`src/rtl/bus_cmd_initiator.sv`:
```
// bus_cmd_initiator: command-driven initiator for the 19-bit peripheral bus.
// Commands (WRITE / READ / WAIT_IRQ) arrive through a small FIFO, are executed one at
// a time as single-cycle bus strobes or interrupt waits, and results leave through a
// response FIFO.
module bus_cmd_initiator #(
    parameter int unsigned CMD_DEPTH = 4,
    parameter int unsigned RSP_DEPTH = 4
) (
    input  logic        clk,
    input  logic        rst,
    input  logic        cmd_valid,
    output logic        cmd_ready,
    input  logic [1:0]  cmd_op,
    input  logic [18:0] cmd_addr,
    input  logic [18:0] cmd_data,
    output logic        rsp_valid,
    input  logic        rsp_ready,
    output logic [18:0] rsp_data,
    output logic        rsp_err,
    output logic        bus_valid,
    output logic        bus_write,
    output logic [18:0] bus_addr,
    output logic [18:0] bus_wdata,
    input  logic [18:0] bus_rdata,
    input  logic        irq_in,
    output logic        busy
);

    localparam int unsigned CAW = $clog2(CMD_DEPTH);
    localparam int unsigned RAW = $clog2(RSP_DEPTH);
    localparam logic [CAW:0] CMD_FULL = (CAW + 1)'(CMD_DEPTH);
    localparam logic [RAW:0] RSP_FULL = (RAW + 1)'(RSP_DEPTH);

    localparam logic [1:0] OP_WRITE = 2'b00;
    localparam logic [1:0] OP_READ  = 2'b01;
    localparam logic [1:0] OP_WAIT  = 2'b10;

    localparam logic [1:0] ST_IDLE = 2'd0;
    localparam logic [1:0] ST_BUS  = 2'd1;
    localparam logic [1:0] ST_WAIT = 2'd2;

    // Command FIFO
    logic [1:0]     cmd_op_mem   [CMD_DEPTH];
    logic [18:0]    cmd_addr_mem [CMD_DEPTH];
    logic [18:0]    cmd_data_mem [CMD_DEPTH];
    logic [CAW-1:0] cmd_wptr_q, cmd_rptr_q;
    logic [CAW:0]   cmd_cnt_q;
    logic           cmd_empty, cmd_full, cmd_push, cmd_pop;
    logic [1:0]     head_op;
    logic [18:0]    head_addr, head_data;

    // Response FIFO, entries are {data, err}
    logic [19:0]    rsp_mem [RSP_DEPTH];
    logic [RAW-1:0] rsp_wptr_q, rsp_rptr_q;
    logic [RAW:0]   rsp_cnt_q;
    logic           rsp_empty, rsp_full, rsp_push, rsp_pop;
    logic [18:0]    rsp_push_data;
    logic           rsp_push_err;

    // Sequencer state
    logic [1:0]  state_q, state_d;
    logic [18:0] wcnt_q, wcnt_d;
    logic [18:0] tmo_q, tmo_d;
    logic [19:0] wcnt_inc;
    logic        irq_pending_q, irq_pending_d, irq_take;
    logic        bus_valid_q, bus_write_q;
    logic [18:0] bus_addr_q, bus_wdata_q;
    logic        nxt_valid, nxt_write;
    logic [18:0] nxt_addr, nxt_wdata;

    assign cmd_empty = (cmd_cnt_q == '0);
    assign cmd_full  = (cmd_cnt_q == CMD_FULL);
    // A pop in the same cycle frees a slot, so a full FIFO can still accept.
    assign cmd_ready = !cmd_full || cmd_pop;
    assign cmd_push  = cmd_valid && cmd_ready;
    assign head_op   = cmd_op_mem[cmd_rptr_q];
    assign head_addr = cmd_addr_mem[cmd_rptr_q];
    assign head_data = cmd_data_mem[cmd_rptr_q];

    assign rsp_empty = (rsp_cnt_q == '0);
    assign rsp_full  = (rsp_cnt_q == RSP_FULL);
    assign rsp_valid = !rsp_empty;
    assign rsp_pop   = rsp_valid && rsp_ready;
    assign rsp_data  = rsp_mem[rsp_rptr_q][19:1];
    assign rsp_err   = rsp_mem[rsp_rptr_q][0];

    assign bus_valid = bus_valid_q;
    assign bus_write = bus_write_q;
    assign bus_addr  = bus_addr_q;
    assign bus_wdata = bus_wdata_q;
    assign busy      = !cmd_empty || (state_q != ST_IDLE);

    assign wcnt_inc = {1'b0, wcnt_q} + 20'd1;

    // Next-state decode: command dispatch, bus strobe, interrupt wait
    always_comb begin
        state_d       = state_q;
        cmd_pop       = 1'b0;
        rsp_push      = 1'b0;
        rsp_push_data = '0;
        rsp_push_err  = 1'b0;
        nxt_valid     = 1'b0;
        nxt_write     = 1'b0;
        nxt_addr      = '0;
        nxt_wdata     = '0;
        wcnt_d        = wcnt_q;
        tmo_d         = tmo_q;
        irq_take      = 1'b0;
        case (state_q)
            ST_IDLE: begin
                if (!cmd_empty) begin
                    case (head_op)
                        OP_WRITE: begin
                            cmd_pop   = 1'b1;
                            nxt_valid = 1'b1;
                            nxt_write = 1'b1;
                            nxt_addr  = head_addr;
                            nxt_wdata = head_data;
                            state_d   = ST_BUS;
                        end
                        // Responding ops reserve a response slot before they are popped.
                        OP_READ: begin
                            if (!rsp_full) begin
                                cmd_pop   = 1'b1;
                                nxt_valid = 1'b1;
                                nxt_addr  = head_addr;
                                state_d   = ST_BUS;
                            end
                        end
                        OP_WAIT: begin
                            if (!rsp_full) begin
                                cmd_pop = 1'b1;
                                wcnt_d  = '0;
                                tmo_d   = head_data;
                                state_d = ST_WAIT;
                            end
                        end
                        default: begin
                            if (!rsp_full) begin
                                cmd_pop      = 1'b1;
                                rsp_push     = 1'b1;
                                rsp_push_err = 1'b1;
                            end
                        end
                    endcase
                end
            end
            ST_BUS: begin
                if (!bus_write_q) begin
                    rsp_push      = 1'b1;
                    rsp_push_data = bus_rdata;
                end
                state_d = ST_IDLE;
            end
            ST_WAIT: begin
                if (irq_pending_q || irq_in) begin
                    rsp_push      = 1'b1;
                    rsp_push_data = wcnt_q;
                    irq_take      = 1'b1;
                    state_d       = ST_IDLE;
                end else if (tmo_q != '0 && wcnt_inc == {1'b0, tmo_q}) begin
                    rsp_push      = 1'b1;
                    rsp_push_data = tmo_q;
                    rsp_push_err  = 1'b1;
                    state_d       = ST_IDLE;
                end else if (wcnt_q != 19'h7FFFF) begin
                    wcnt_d = wcnt_inc[18:0];
                end
            end
            default: state_d = ST_IDLE;
        endcase
        irq_pending_d = irq_take ? 1'b0 : (irq_pending_q | irq_in);
    end

    // Sequencer and registered bus outputs
    always_ff @(posedge clk) begin
        if (rst) begin
            state_q       <= ST_IDLE;
            wcnt_q        <= '0;
            tmo_q         <= '0;
            irq_pending_q <= 1'b0;
            bus_valid_q   <= 1'b0;
            bus_write_q   <= 1'b0;
            bus_addr_q    <= '0;
            bus_wdata_q   <= '0;
        end else begin
            state_q       <= state_d;
            wcnt_q        <= wcnt_d;
            tmo_q         <= tmo_d;
            irq_pending_q <= irq_pending_d;
            bus_valid_q   <= nxt_valid;
            bus_write_q   <= nxt_write;
            bus_addr_q    <= nxt_addr;
            bus_wdata_q   <= nxt_wdata;
        end
    end

    // Command FIFO pointers and occupancy
    always_ff @(posedge clk) begin
        if (rst) begin
            cmd_wptr_q <= '0;
            cmd_rptr_q <= '0;
            cmd_cnt_q  <= '0;
        end else begin
            if (cmd_push) cmd_wptr_q <= cmd_wptr_q + 1'b1;
            if (cmd_pop)  cmd_rptr_q <= cmd_rptr_q + 1'b1;
            case ({cmd_push, cmd_pop})
                2'b10:   cmd_cnt_q <= cmd_cnt_q + 1'b1;
                2'b01:   cmd_cnt_q <= cmd_cnt_q - 1'b1;
                default: ;
            endcase
        end
    end

    // Command FIFO storage (data only, no reset needed)
    always_ff @(posedge clk) begin
        if (cmd_push) begin
            cmd_op_mem[cmd_wptr_q]   <= cmd_op;
            cmd_addr_mem[cmd_wptr_q] <= cmd_addr;
            cmd_data_mem[cmd_wptr_q] <= cmd_data;
        end
    end

    // Response FIFO pointers and occupancy; reset drops any in-flight push
    always_ff @(posedge clk) begin
        if (rst) begin
            rsp_wptr_q <= '0;
            rsp_rptr_q <= '0;
            rsp_cnt_q  <= '0;
        end else begin
            if (rsp_push) rsp_wptr_q <= rsp_wptr_q + 1'b1;
            if (rsp_pop)  rsp_rptr_q <= rsp_rptr_q + 1'b1;
            case ({rsp_push, rsp_pop})
                2'b10:   rsp_cnt_q <= rsp_cnt_q + 1'b1;
                2'b01:   rsp_cnt_q <= rsp_cnt_q - 1'b1;
                default: ;
            endcase
        end
    end

    // Response FIFO storage
    always_ff @(posedge clk) begin
        if (rsp_push) rsp_mem[rsp_wptr_q] <= {rsp_push_data, rsp_push_err};
    end

endmodule

```
`config.mk`:
```
export PLATFORM = sky130hd
export DESIGN_NAME = bus_cmd_initiator
export DESIGN_NICKNAME = d
export VERILOG_FILES = /design/src/rtl/bus_cmd_initiator.sv
export SDC_FILE = /design/constraint.sdc
export NUM_CORES = 1
export LEC_CHECK = 0
export ABC_AREA = 1
export CORE_AREA = 2 2 172 174
export DETAILED_ROUTE_END_ITERATION = 16
export DIE_AREA = 0 0 174 176
export PLACE_DENSITY = 0.78
export SETUP_SLACK_MARGIN = 0.02
export SLEW_MARGIN = 20
export SYNTH_ARGS = -nofsm -noshare
export SYNTH_HDL_FRONTEND = slang
export SYNTH_SLANG_ARGS = --single-unit
```
`constraint.sdc`:
```
create_clock -name clk -period 8.25 [get_ports clk]
set_input_delay 2.0625 -clock clk [delete_from_list [all_inputs] [get_ports clk]]
set_output_delay 2.0625 -clock clk [all_outputs]
set_load 0.01 [all_outputs]
```
Word level (Yosys, flattened, before mapping)
Memories as Yosys holds them, arrays and structs flattened. A register that Yosys moved wholly into a read port is not among the register bits.
Cells that the tools add are included.
Storage, ports and cells
  register bits: 95
  memory bits (writable): 240
  memories kept: 4
Memory list
  rsp_mem: depth 4, width 20, read ports 1, clocked after Yosys merged registers in 1, wr ports 1, RTL line 53  | logic [19:0] rsp_mem [RSP_DEPTH];
  cmd_addr_mem: depth 4, width 19, read ports 1, clocked after Yosys merged registers in 1, wr ports 1, RTL line 44  | logic [18:0] cmd_addr_mem [CMD_DEPTH];
  cmd_data_mem: depth 4, width 19, read ports 1, clocked after Yosys merged registers in 1, wr ports 1, RTL line 45  | logic [18:0] cmd_data_mem [CMD_DEPTH];
  cmd_op_mem: depth 4, width 2, read ports 1, clocked after Yosys merged registers in 1, wr ports 1, RTL line 43  | logic [1:0] cmd_op_mem [CMD_DEPTH];
Operators by class
  add/subtract/negate cells: 9
  equality and inequality tests: 22
  muxes and demuxes: 50
  bitwise operators: 5
  reductions and logical operators: 25
Operators by type and width (count)
  two-way mux 19 bit: 10
  case mux 19 bit (2 select lines): 3
  two-way mux 2 bit: 13
  adder 19 x 1 -> 20 bit (second input constant): 1
  == test 20 x 19 -> 1 bit: 1
  inequality test 19 bit (second input constant): 1
  nonzero test 19 bit: 1
  two-way mux 1 bit: 17
  case mux 3 bit (2 select lines): 2
  inequality test 2 bit (second input constant): 5
  inequality test 3 bit (second input constant): 3
  adder 2 x 1 -> 2 bit (second input constant): 4
  == test 2 x 1 -> 1 bit (second input constant): 4
  == test 2 bit (second input constant): 4
  nonzero test 2 bit: 4
  AND reduction 7 bit: 1
  adder 3 x 1 -> 3 bit (second input constant): 2
  == test 3 bit (second input constant): 2
  logical NOT 3 bit: 2
  case mux 2 bit (3 select lines): 1
  OR reduction 3 bit: 2
  subtractor 3 x 1 -> 3 bit (second input constant): 2
  AND reduction 5 bit: 1
  logical NOT 2 bit: 2
  13 further kinds: 23

Longest topological paths before layout
  depth in word-level cells: 9
  depth in mapped cells: 23
  gate-level depth less buffers: 23

Worst setup path before layout
Ideal clock, no wire load.
  path kind: input to register
  start point: input port cmd_valid
  end point: memory cmd_addr_mem[0][0], enable pin
  data arrival time: 3921 ps
  required time: 7812 ps
  path slack: 3891 ps
  stages: 2
  buffers on the path: 0
  cell sequence: nand2_1 > nor2_1
Between the ends
  word-level cells in the longest chain between the ends: 3
RTL lines
  from (decl): RTL line 11  | input logic cmd_valid,
  logical AND 1 bit: RTL line 75  | assign cmd_push = cmd_valid && cmd_ready;
  two-way mux 1 bit: RTL line 217  | if (cmd_push) begin
  two-way mux 1 bit (implied by the code): RTL line 219  | cmd_addr_mem[cmd_wptr_q] <= cmd_addr;
  to (decl): RTL line 44
No other way between the ends.

==> reports/results.ini <==
[run_status]
status=finished clean

[timing]
fin_crit_ns=5.48
max_freq_mhz=182
finalClockSkew_ns=0.0220
drv_slew=0
setup_viol=0
finalHoldViolCount=0
tightest_slew_ns=0.864
rsz0062_at_grt=no
setup_slack_ns=2.77
finalSetupTns_ns=0
fin_crit_sh_pct=66.5
max-slew-margin-rel_pct=42.3

[cells_and_area]
diodes=0
mostFrequentLayoutCells=edfxtp_1 (240), nor2_1 (233), nand2_1 (193)
drive_above_1_share_pct=6.59
nets=1559
areaGrowthSynthToFinish_pct=20.3
final_common_cell=edfxtp_1

[floorplanning]
start_util_pct=48.9
io_pins=127
die_h_um=176
rows=62
core-area_sq_um=28500
dieArea_sq_um=30600
die_w_um=174

[routing]
drcViolationCount=0
vias_per_cell=5.28
routedWlPerCell_um=16.5
vias=9960
firstDrtPassIters=5
detail-route-antenna-nets=0
drt_iter0_drc=999
wirelength_mm=31.2

[cts]
cts_root_buf=clkbuf_16
cts_hold_buf=0
cts_resized=0
cts_made_buffers=36
h-tree-depth=2
clk_latency_ns=0.54
clock-sinks=339
clkSlewWorstSetupHoldPaths_ns=0.05
cts_buffer_depth=3
cts_tree=yes
cts_setup_buffers=0

[grt]
grt_max_degree=81
grt_usage_pct=20.2
grt_pass1_wl_mm=49.2
grt_pass1_vias=9533
gr-total-overflow=0
antenna_found_initial=1

[logic_synthesis]
synth_warnings=0
yosys_register_bits=339
ys_seq_area_share_pct=65.8
synthArstFlopShare_pct=0
synth_top_flop_cell=edfxtp_1
postSynthCellCount=1360
synth_edf_count=240
synth_nets=1441
synth.distinct_cells=39
synthesis.area_sq_um=14000
syn_area_per_cell_sq_um=10.3

[critical_path]
cp_slowest_cell=dfxtp_1
path_class=reg2out
worstPathRequired_ns=6.19
path_cells=clkinv_1 -> buf_4 -> a32o_1 -> nand2_1 -> a21oi_1 -> or2_2 -> clkdlybuf4s50_1
critPathMaxFanout=59
arrival_ns=3.42
end_kind=primary output
cp_slowest_stage_delay_ns=0.84
cp-start-kind=flop

[power]
p_per_area_nw_per_um2=339
peakVddDrop_uv=184
p_leak_nw=5.98

[place]
pre_cts_ws_ns=3.26
port_buffers=126
place.gp.congestion=0.863
dp_hpwl_mm=20.5

[worst_hold_path]
hold_class=reg2reg

[run]
max_cap_viol_count=0

==> where the power goes <==
group	internal (mW)	switching, mW
combinational	0.653	1.12
clock	0.941	0.653
sequential	2.16	0.174
total	3.75	1.95
==> worst paths after layout <==
kind	start	end	slack (ns)	cells past startpoint
worst max-delay path	flop	cmd_ready	2.77	7
worst min-delay path	rsp_rptr_q[1]	flop	0.47	2
worst max register to register	flop	cmd_cnt_q[2]	4.09	14
worst min register to register	rsp_rptr_q[1]	flop	0.47	2
==> synth_stat cells, drive strengths merged, types with 2 or more instances <==
master  number  area share [%]
clkbuf      46             1.2
o21ai      152             5.5
nor2       248             7.0
a21oi      106             3.8
o21bai       2            0.11
clkinv       4            0.11
o22ai       20            0.90
nand3       65             2.4
inv        104             2.8
fa           2            0.29
a22o         2            0.13
buf         15            0.54
edfxtp     240              52
a32o        20             1.4
nor3         5            0.18
nand2      199             5.5
ha          15             1.3
dfxtp       99              14
nand4        6            0.27
xor2         2            0.13
==> flip-flops by register name, summed over array words and instances (netlist names), named ones only <==
signal,flops
tmo_q,19
cmd_addr_mem,76
cmd_rptr_q,2
bus_valid,1
bus_addr,19
rsp_cnt_q,3
rsp_mem,80
irq_pending_q,1
bus_write,1
bus_wdata,19
cmd_wptr_q,2
cmd_cnt_q,3
cmd_data_mem,76
cmd_op_mem,8
rsp_wptr_q,2
state_q,2
rsp_rptr_q,2
wcnt_q,19
==> layer usage <==
metal,global-route usage [%],up-vias,wire length [um]
met5,0,-,13
met4,5.92,2,636
met3,3.68,55,2060
met2,33.3,327,14800
met1,27.5,4660,13700
li1,-,4916,-
==> area by class of cell <==
| type | count | area [sq um] |
|---|---|---|
| fillers | 2393 | 11700 |
| flip-flops and latches | 339 | 9190 |
| multi-input cells | 852 | 4170 |
| repair buffers | 141 | 1370 |
| clock buffers | 49 | 980 |
| well taps | 384 | 480 |
| inverters | 108 | 405 |
| clock inverters | 14 | 203 |
==> logic make-up after synthesis <==
family,after synthesis,synth area share [%]
flip-flops,339,65.8
buffers and inverters,169,4.68
AO/OA/AOI/OAI,305,12.0
XOR/XNOR,4,0.349
AND/OR/NAND/NOR,526,15.5
adder cells (fa/ha/maj),17,1.63
==> worst max-delay path: cells and delay by family, from the launching register on <==
family                 cells  cell delay [ns]
and+or+nand+nor            2             0.46
DFF                        1             0.84
AOI/OAI and AO/OA          2             0.53
buffers and inverters      3             1.06
==> metrics by stage <==
step / util, % / instance area (sq um) / hold slack [ns] / total power [mW] / std cells
2_1_floorplan: - / 14000 / 0.436 / 3.47 / 1360
3_3_place_gp: 54.7 / 15600 / 0.448 / 4.06 / 1824
3_5_place_dp: 54.7 / 15600 / 0.461 / 4.12 / 1824
4_1_cts: 58.8 / 16800 / 0.471 / 5.72 / 1887
5_1_grt: 58.9 / 16800 / 0.484 / 6.03 / 1887
6_report: 58.9 / 16800 / 0.467 / 5.70 / 1887
No activity file was read; power rests on OpenSTA's default activity.
